`src/rtl/mag_sort4.sv`:
```
// Four-lane L1-magnitude ranking pipeline: capture, metric, then a three-level
// compare-exchange sorting network. One frame per cycle, fixed 4-cycle latency.
module mag_sort4 #(
  parameter int WIDTH = 16
) (
  input  logic             clk,
  input  logic             rst,
  input  logic             inValid,
  input  logic [WIDTH-1:0] inaReal,
  input  logic [WIDTH-1:0] inaImag,
  input  logic [WIDTH-1:0] inbReal,
  input  logic [WIDTH-1:0] inbImag,
  input  logic [WIDTH-1:0] incReal,
  input  logic [WIDTH-1:0] incImag,
  input  logic [WIDTH-1:0] indReal,
  input  logic [WIDTH-1:0] indImag,
  output logic             outValid,
  output logic [1:0]       outIdx0,
  output logic [1:0]       outIdx1,
  output logic [1:0]       outIdx2,
  output logic [1:0]       outIdx3,
  output logic [WIDTH:0]   outMag0,
  output logic [WIDTH:0]   outMag1,
  output logic [WIDTH:0]   outMag2,
  output logic [WIDTH:0]   outMag3
);

  // Handshake: inValid qualifies one frame on the edge it is sampled; there is
  // no ready, every qualified frame is accepted, and outValid is a one-cycle
  // pulse per ranked frame that the consumer must take (no backpressure).

  typedef logic [WIDTH:0]   magT;
  typedef logic [1:0]       idxT;
  typedef logic [WIDTH-1:0] compT;

  function automatic compT absVal(input compT v);
    return v[WIDTH-1] ? (~v + WIDTH'(1)) : v;
  endfunction

  // Sort key (mag, idx): larger magnitude wins, lower lane index breaks ties.
  function automatic logic outranks(input magT mx, input idxT ix,
                                    input magT my, input idxT iy);
    return (mx > my) || ((mx == my) && (ix < iy));
  endfunction

  // ---------------------------------------------------------------------------
  // Capture stage: raw lane components
  // ---------------------------------------------------------------------------
  compT inRe [4];
  compT inIm [4];

  assign inRe[0] = inaReal;
  assign inIm[0] = inaImag;
  assign inRe[1] = inbReal;
  assign inIm[1] = inbImag;
  assign inRe[2] = incReal;
  assign inIm[2] = incImag;
  assign inRe[3] = indReal;
  assign inIm[3] = indImag;

  logic capValid;
  compT capRe [4];
  compT capIm [4];

  always_ff @(posedge clk or posedge rst) begin
    if (rst) begin
      capValid <= 1'b0;
      for (int i = 0; i < 4; i++) begin
        capRe[i] <= '0;
        capIm[i] <= '0;
      end
    end else begin
      capValid <= inValid;
      if (inValid) begin
        for (int i = 0; i < 4; i++) begin
          capRe[i] <= inRe[i];
          capIm[i] <= inIm[i];
        end
      end
    end
  end

  // ---------------------------------------------------------------------------
  // S0: metric per lane, tagged with its lane index
  // ---------------------------------------------------------------------------
  magT metric [4];

  always_comb begin
    for (int i = 0; i < 4; i++) begin
      metric[i] = magT'(absVal(capRe[i])) + magT'(absVal(capIm[i]));
    end
  end

  logic s0Valid;
  magT  s0Mag [4];
  idxT  s0Idx [4];

  always_ff @(posedge clk or posedge rst) begin
    if (rst) begin
      s0Valid <= 1'b0;
      for (int i = 0; i < 4; i++) begin
        s0Mag[i] <= '0;
        s0Idx[i] <= '0;
      end
    end else begin
      s0Valid <= capValid;
      if (capValid) begin
        for (int i = 0; i < 4; i++) begin
          s0Mag[i] <= metric[i];
          s0Idx[i] <= idxT'(i);
        end
      end
    end
  end

  // ---------------------------------------------------------------------------
  // S1: compare-exchange (0,1) and (2,3)
  // ---------------------------------------------------------------------------
  magT s1MagNext [4];
  idxT s1IdxNext [4];

  always_comb begin
    for (int i = 0; i < 4; i++) begin
      s1MagNext[i] = s0Mag[i];
      s1IdxNext[i] = s0Idx[i];
    end
    if (outranks(s0Mag[1], s0Idx[1], s0Mag[0], s0Idx[0])) begin
      s1MagNext[0] = s0Mag[1];
      s1IdxNext[0] = s0Idx[1];
      s1MagNext[1] = s0Mag[0];
      s1IdxNext[1] = s0Idx[0];
    end
    if (outranks(s0Mag[3], s0Idx[3], s0Mag[2], s0Idx[2])) begin
      s1MagNext[2] = s0Mag[3];
      s1IdxNext[2] = s0Idx[3];
      s1MagNext[3] = s0Mag[2];
      s1IdxNext[3] = s0Idx[2];
    end
  end

  logic s1Valid;
  magT  s1Mag [4];
  idxT  s1Idx [4];

  always_ff @(posedge clk or posedge rst) begin
    if (rst) begin
      s1Valid <= 1'b0;
      for (int i = 0; i < 4; i++) begin
        s1Mag[i] <= '0;
        s1Idx[i] <= '0;
      end
    end else begin
      s1Valid <= s0Valid;
      if (s0Valid) begin
        for (int i = 0; i < 4; i++) begin
          s1Mag[i] <= s1MagNext[i];
          s1Idx[i] <= s1IdxNext[i];
        end
      end
    end
  end

  // ---------------------------------------------------------------------------
  // S2: compare-exchange (0,2) and (1,3); afterwards 0 is max and 3 is min
  // ---------------------------------------------------------------------------
  magT s2MagNext [4];
  idxT s2IdxNext [4];

  always_comb begin
    for (int i = 0; i < 4; i++) begin
      s2MagNext[i] = s1Mag[i];
      s2IdxNext[i] = s1Idx[i];
    end
    if (outranks(s1Mag[2], s1Idx[2], s1Mag[0], s1Idx[0])) begin
      s2MagNext[0] = s1Mag[2];
      s2IdxNext[0] = s1Idx[2];
      s2MagNext[2] = s1Mag[0];
      s2IdxNext[2] = s1Idx[0];
    end
    if (outranks(s1Mag[3], s1Idx[3], s1Mag[1], s1Idx[1])) begin
      s2MagNext[1] = s1Mag[3];
      s2IdxNext[1] = s1Idx[3];
      s2MagNext[3] = s1Mag[1];
      s2IdxNext[3] = s1Idx[1];
    end
  end

  logic s2Valid;
  magT  s2Mag [4];
  idxT  s2Idx [4];

  always_ff @(posedge clk or posedge rst) begin
    if (rst) begin
      s2Valid <= 1'b0;
      for (int i = 0; i < 4; i++) begin
        s2Mag[i] <= '0;
        s2Idx[i] <= '0;
      end
    end else begin
      s2Valid <= s1Valid;
      if (s1Valid) begin
        for (int i = 0; i < 4; i++) begin
          s2Mag[i] <= s2MagNext[i];
          s2Idx[i] <= s2IdxNext[i];
        end
      end
    end
  end

  // ---------------------------------------------------------------------------
  // S3: compare-exchange (1,2); these registers are the outputs
  // ---------------------------------------------------------------------------
  magT s3MagNext [4];
  idxT s3IdxNext [4];

  always_comb begin
    for (int i = 0; i < 4; i++) begin
      s3MagNext[i] = s2Mag[i];
      s3IdxNext[i] = s2Idx[i];
    end
    if (outranks(s2Mag[2], s2Idx[2], s2Mag[1], s2Idx[1])) begin
      s3MagNext[1] = s2Mag[2];
      s3IdxNext[1] = s2Idx[2];
      s3MagNext[2] = s2Mag[1];
      s3IdxNext[2] = s2Idx[1];
    end
  end

  logic s3Valid;
  magT  s3Mag [4];
  idxT  s3Idx [4];

  always_ff @(posedge clk or posedge rst) begin
    if (rst) begin
      s3Valid <= 1'b0;
      for (int i = 0; i < 4; i++) begin
        s3Mag[i] <= '0;
        s3Idx[i] <= '0;
      end
    end else begin
      s3Valid <= s2Valid;
      if (s2Valid) begin
        for (int i = 0; i < 4; i++) begin
          s3Mag[i] <= s3MagNext[i];
          s3Idx[i] <= s3IdxNext[i];
        end
      end
    end
  end

  assign outValid = s3Valid;
  assign outIdx0  = s3Idx[0];
  assign outIdx1  = s3Idx[1];
  assign outIdx2  = s3Idx[2];
  assign outIdx3  = s3Idx[3];
  assign outMag0  = s3Mag[0];
  assign outMag1  = s3Mag[1];
  assign outMag2  = s3Mag[2];
  assign outMag3  = s3Mag[3];

endmodule

```
`config.mk`:
```
export PLATFORM = sky130hd
export DESIGN_NAME = mag_sort4
export DESIGN_NICKNAME = d
export VERILOG_FILES = /design/src/rtl/mag_sort4.sv
export SDC_FILE = /design/constraint.sdc
export NUM_CORES = 1
export LEC_CHECK = 0
export CORE_MARGIN = 2
export CORE_UTILIZATION = 40
export CTS_CLUSTER_SIZE = 24
export DETAILED_ROUTE_END_ITERATION = 8
export PLACE_DENSITY = 0.58
export SYNTH_ARGS = -nofsm -noshare
export SYNTH_HDL_FRONTEND = slang
export SYNTH_SLANG_ARGS = --single-unit
```
`constraint.sdc`:
```
create_clock -name clk -period 36.9 [get_ports clk]
set_input_delay 11.07 -clock clk [delete_from_list [all_inputs] [get_ports clk]]
set_output_delay 11.07 -clock clk [all_outputs]
set_load 0.01 [all_outputs]
```
==> results of run 1 <==
flip-flops by register name, summed over array words and instances, names as in the netlist, 5 cells and up:
signal / flops
outMag0: 17
capRe: 64
s1Mag: 68
s2Mag: 68
outMag3: 17
s0Mag: 68
outMag2: 17
capIm: 64
outMag1: 17
s2Idx: 8
s1Idx: 5
report_power, final:
group / leakage (nW) / internal, mW / switching [mW] / total [mW]
sequential: 4.95 / 0.640 / 0.190 / 0.829
combinational: 6.88 / 0.507 / 0.546 / 1.05
clock: 0.821 / 0.305 / 0.194 / 0.498
cell type report:
cell class                 instances  share of cell area, %
clock buffer                      72                   5.17
clock inverter                    13                  0.610
inverter                         137                   1.82
multi-input combinational       1725                   44.1
sequential                       427                   37.3
tap                              782                   3.41
timing repair buffer             222                   7.60
per-stage QoR:
| step | cell area, um^2 | util [%] |
|---|---|---|
| 2_1_floorplan | 24300 | - |
| 5_1_grt | 28700 | 47.6 |
| 3_3_place_gp | 27000 | 44.9 |
| 6_report | 28700 | 47.6 |
| 4_1_cts | 28700 | 47.6 |
| 3_5_place_dp | 27000 | 44.9 |
layer usage:
| layer | part of all wire, % | track usage [%] | vias to the layer above |
|---|---|---|---|
| met5 | 0 | 0 | - |
| met3 | 4.3 | 3.03 | 86 |
| met4 | 2.5 | 5.41 | 0 |
| li1 | - | - | 8865 |
| met1 | 47 | 27.3 | 8823 |
| met2 | 46 | 30.6 | 388 |
logic make-up after synthesis:
group | count (synthesis) | synth area share [%]
AO/OA/AOI/OAI | 545 | 14.0
XOR/XNOR | 147 | 5.29
adder cells (fa/ha/maj) | 162 | 8.46
buffers and inverters | 244 | 4.05
flip-flops | 427 | 43.9
multiplexers | 317 | 13.9
AND/OR/NAND/NOR | 554 | 10.3
synthesized netlist by cell type, types with 4 or more instances:
master,number
o221ai_1,31
a21o_1,52
buf_2,8
o21bai_1,9
buf_4,4
o41ai_1,16
mux2i_1,147
or2_2,4
o21ai_0,108
clkbuf_1,84
o31ai_1,30
a31oi_1,7
or3_1,11
fa_1,4
nor4bb_1,6
o21a_1,8
mux2_2,169
nand4_1,23
xnor2_1,130
xor2_1,17
a211oi_1,7
ha_1,158
o22ai_1,5
a21oi_1,225
nand3_1,50
nor4_1,11
nor2_1,217
nor3_1,27
buf_1,5
inv_1,137
o2111ai_1,6
nor2b_1,10
and3_1,6
nand2_1,150
or4_1,8
nand2b_1,21
buf_6,6
dfrtp_1,427
path summary, 6_finish.rpt:
kind / startpoint / endpoint / cells after the start
setup / recovery: rst / outMag1[6]$_DFFE_PP0P_ / 4
hold / removal: s2Idx[0]$_DFFE_PP0P_ / outIdx3[0]$_DFFE_PP0P_ / 1
setup reg to reg: capIm[18]$_DFFE_PP0P_ / s0Mag[33]$_DFFE_PP0P_ / 12
hold reg to reg: s2Idx[0]$_DFFE_PP0P_ / outIdx3[0]$_DFFE_PP0P_ / 1
max in group clk: outMag2[11]$_DFFE_PP0P_ / outMag2[11] / 1
min in group asynchronous: rst / s1Mag[66]$_DFFE_PP0P_ / 2
==> flow_summary.yaml, run 1 <==
die:
  core_mm2: 0.0602
  die_x_um: 251
  ioPinCount: 208
  dieArea_mm2: 0.0628
  rows: 90
  die-height_um: 251
  start_util_pct: 40.4
synthesis:
  syn_area_mm2: 0.0243
  yosysTopAreaCell: "dfrtp_1"
  syn_avg_cell_area_um2: 10.1
  synthCells: 2396
  synth_enable_flop_cells: 0
  netlist-cell-type-count: 76
  seq_area_frac_synth_pct: 43.9
  ys_top_cells_by_area: "dfrtp_1, ha_1, mux2_2"
  yosys_warnings: 0
  synthFlopType: "dfrtp_1"
  syn_nets: 2689
  synth_seq_cells: 427
  synth_top_area_share_pct: 43.9
  async_reset_ff_share_pct: 100
clocking:
  ctsResizeCount: 0
  cts.sinks: 427
  clk_path_buf_depth: 3
  clock_latency_ns: 0.59
  htree_levels: 2
  cts_buffers: 49
  clk_pin_slew_ns: 0.06
  clockRootBuffer: "clkbuf_16"
  cts_hold_repair.buffers: 0
  cts_setup_buffers: 0
  cts_tree: "done"
sta:
  setup_slack_ns: 23.87
  rsz0062_at_grt: "false"
  post-route-period-util_pct: 35.3
  fmax_ghz: 0.0767
  finalClockSkew_ns: 0.0181
  hold_ws_ns: 0.497
  finalHoldViolations: 0
  slew_headroom_pct: 27.0
  fin_setup_tns_ns: 0
  setup_violations: 0
  period_needed_ns: 13.03
  drv_slew: 0
  worst_pin_slew_ns: 1.09
layout:
  diodes: 0
  stdcell_count: 3378
  drive_above_1_share_pct: 11.1
  syn2layout_area_growth_pct: 18.0
  seq_area_mm2: 0.0107
  final_common_cell: "dfrtp_1"
  fillers: 5568
  final_cell_mix: "dfrtp_1, a21oi_1, nor2_1"
  final_nets: 2855
  multi_input_area_mm2: 0.0127
detailed_routing:
  postRouteAntennaNets: 0
  drt-wirelength-per-cell_um: 18.0
  drt-initial-drc-count: 1170
  drc: 0
  drt-pass1-iter-count: 6
  drt_wl_total_um: 60700
  viasPerCell: 5.38
  dr_total_vias: 18200
worst_setup_path:
  worstPathBufferInverterCount: 4
  worst_setup_path_start_kind: "primary input"
  worstPathMaxFanout: 130
  slowest_delay_ns: 0.78
  critPathSlowestCell: "buf_4"
  cp-end-kind: "asynchronous set/reset pin"
  critical_path.most_common_cell: "buf_4"
  r2r_setup_slack_ns: 33.33
  arrival_ns: 13.70
  worstPathRequired_ns: 37.57
  crit_chain: "clkdlybuf4s50_1, inv_8, buf_4, buf_4"
  criticalPathCategory: "primary input to asynchronous set/reset pin"
  path_delay_family: "buffers and inverters"
placement:
  dp_cells: 3293
  dp_hpwl_um: 46000
  gp_congestion: 0.849
  place_ws_ns: 23.05
  io_buffers: 207
power:
  ir_drop_uv: 55.8
  power.leakage_nw: 12.6
  cellPowerDensity_mw_per_mm2: 82.9
  p_total_mw: 2.38
global_routing:
  grt_max_degree: 131
  grt-ovfl-total: 0
  first_global_vias: 17900
  grt_first_pass_wirelength_um: 97400
  antenna_found_initial: 0
  grtUsageTotal_pct: 19.3
hold_path:
  hold_class: "register to register"
job:
  cap_violations: 0
status:
  status: "completed"
Note: power is estimated with default switching activity, not from simulation.
==> inputs of run 2 (changes only) <==
PLACE_DENSITY = 0.6   (was 0.58)
clock period = 11.7 ns   (was 36.9 ns; I/O delays follow)
==> flow_summary.yaml, run 2 (same netlist as run 1, synthesis figures left out) <==
detailed_routing:
  drt-wirelength-per-cell_um: 17.9
  postRouteAntennaNets: 0
  drc: 0
  drt-pass1-iter-count: 5
  dr_total_vias: 18100
  drt-initial-drc-count: 1341
  viasPerCell: 5.36
  drt_wl_total_um: 60300
hold_path:
  whs_endpoint: "outIdx3[0]$_DFFE_PP0P_"
  min_from: "s2Idx[0]$_DFFE_PP0P_"
  holdPathStages: 1
  hold_class: "register to register"
placement:
  io_buffers: 207
  postPlaceCellArea_mm2: 0.0270
  dp_hpwl_um: 45400
  gp_congestion: 0.844
worst_setup_path:
  crit-reg2reg-launch: "capRe[32]$_DFFE_PP0P_"
  cp-end-kind: "asynchronous set/reset pin"
  reg2regPathDepth: 15
  worst_setup_path_start_kind: "primary input"
  reg2reg_to: "s0Mag[47]$_DFFE_PP0P_"
  arrival_ns: 6.09
  r2r_setup_slack_ns: 8.07
  worstPathRequired_ns: 12.25
  worstPathMaxFanout: 161
  criticalPathCategory: "primary input to asynchronous set/reset pin"
global_routing:
  grt_max_degree: 168
  grtUsageTotal_pct: 19.3
  first_global_vias: 17800
  grt-ovfl-total: 0
  grt_first_pass_wirelength_um: 97800
  antenna_found_initial: 0
job:
  cap_violations: 0
layout:
  seq_area_mm2: 0.0107
  fillers: 5526
  final_cell_mix: "dfrtp_1, a21oi_1, nor2_1"
  final_nets: 2852
  drive_above_1_share_pct: 11.4
  diodes: 0
  syn2layout_area_growth_pct: 18.1
  multi_input_area_mm2: 0.0127
  design_area_mm2: 0.0287
  final_common_cell: "dfrtp_1"
  reg_top3: "s0Mag x68, s1Mag x68, s2Mag x68"
clocking:
  cts_setup_buffers: 0
  htree_levels: 2
  clock_latency_ns: 0.60
  clockRootBuffer: "clkbuf_16"
  ctsResizeCount: 0
  clk_pin_slew_ns: 0.05
  cts.sinks: 427
  cts_tree: "done"
  clk_path_buf_depth: 3
  cts_buffers: 49
  cts_hold_repair.buffers: 0
die:
  die_x_um: 251
  start_util_pct: 40.4
  die-height_um: 251
  dieArea_mm2: 0.0628
  core_mm2: 0.0602
  rows: 90
  ioPinCount: 208
sta:
  drv_slew: 0
  rsz0062_at_grt: "false"
  period_needed_ns: 5.54
  setup_violations: 0
  fin_setup_tns_ns: 0
  slew_headroom_pct: 25.2
  post-route-period-util_pct: 47.4
  worst_pin_slew_ns: 1.12
  finalClockSkew_ns: 0.0238
  finalHoldViolations: 0
  fmax_ghz: 0.180
power:
  cellPowerDensity_mw_per_mm2: 261
  power.leakage_nw: 12.6
  ir_drop_uv: 145
status:
  status: "completed"
[run 2: cell count changes in the layout (fill, tap and decap cells not counted)]
cell	delta
buf_4	-5
clkbuf_1	-5
clkinv_4	+5
clkinvlp_4	+5
clkbuf_8	-3
clkinv_2	+3
buf_12	+2
clkbuf_16	-2
clkinv_8	+2
inv_8	-1
[run 2: worst max-delay path by stage]
stage / from / end / cells after the start
after floorplan: rst / capIm[0]$_DFFE_PP0P_ / 1
after global placement: rst / capRe[0]$_DFFE_PP0P_ / 4
after detailed placement: rst / capRe[0]$_DFFE_PP0P_ / 4
after CTS: rst / s0Mag[4]$_DFFE_PP0P_ / 4
after global routing: rst / s0Mag[4]$_DFFE_PP0P_ / 4
final: rst / s0Mag[4]$_DFFE_PP0P_ / 4
[run 2: cell type report]
type,instances,share of cell area [%]
Clock inverter,27,1.03
Tap cell,782,3.41
Multi-Input combinational cell,1725,44.1
Inverter,137,1.80
Timing Repair Buffer,219,7.61
Sequential cell,427,37.3
Clock buffer,62,4.79
[run 2: worst max-delay path, cell delays in order]
cell,delay [ns]
clkdlybuf4s50_1,0.44
clkinvlp_4,0.32
buf_12,0.58
buf_4,0.90
[run 2: report_power, final]
part | switching, mW | leakage [nW] | total, mW | internal [mW]
sequential | 0.585 | 4.95 | 2.60 | 2.02
combinational | 1.73 | 6.87 | 3.33 | 1.60
clock | 0.652 | 0.815 | 1.58 | 0.926
total | 2.96 | 12.6 | 7.51 | 4.54
[run 2: metrics by stage]
stage	total power, mW	worst slack (ns)	hold slack (ns)	utilization [%]	std cells
after floorplan	4.83	2.43	0.352	-	2396
after global placement	5.86	5.51	0.487	44.9	3290
after detailed placement	5.96	5.44	0.487	44.9	3290
after CTS	7.58	6.08	0.504	47.7	3379
after global routing	8.09	5.78	0.519	47.7	3379
final	7.51	6.16	0.498	47.7	3379
[run 2: layer usage]
layer	wire length, um	track usage (%)	vias up
li1	-	-	8884
met1	29100	27.2	8841
met2	27600	31.1	315
met3	2290	2.70	73
met4	1350	5.51	0
met5	0	0	-
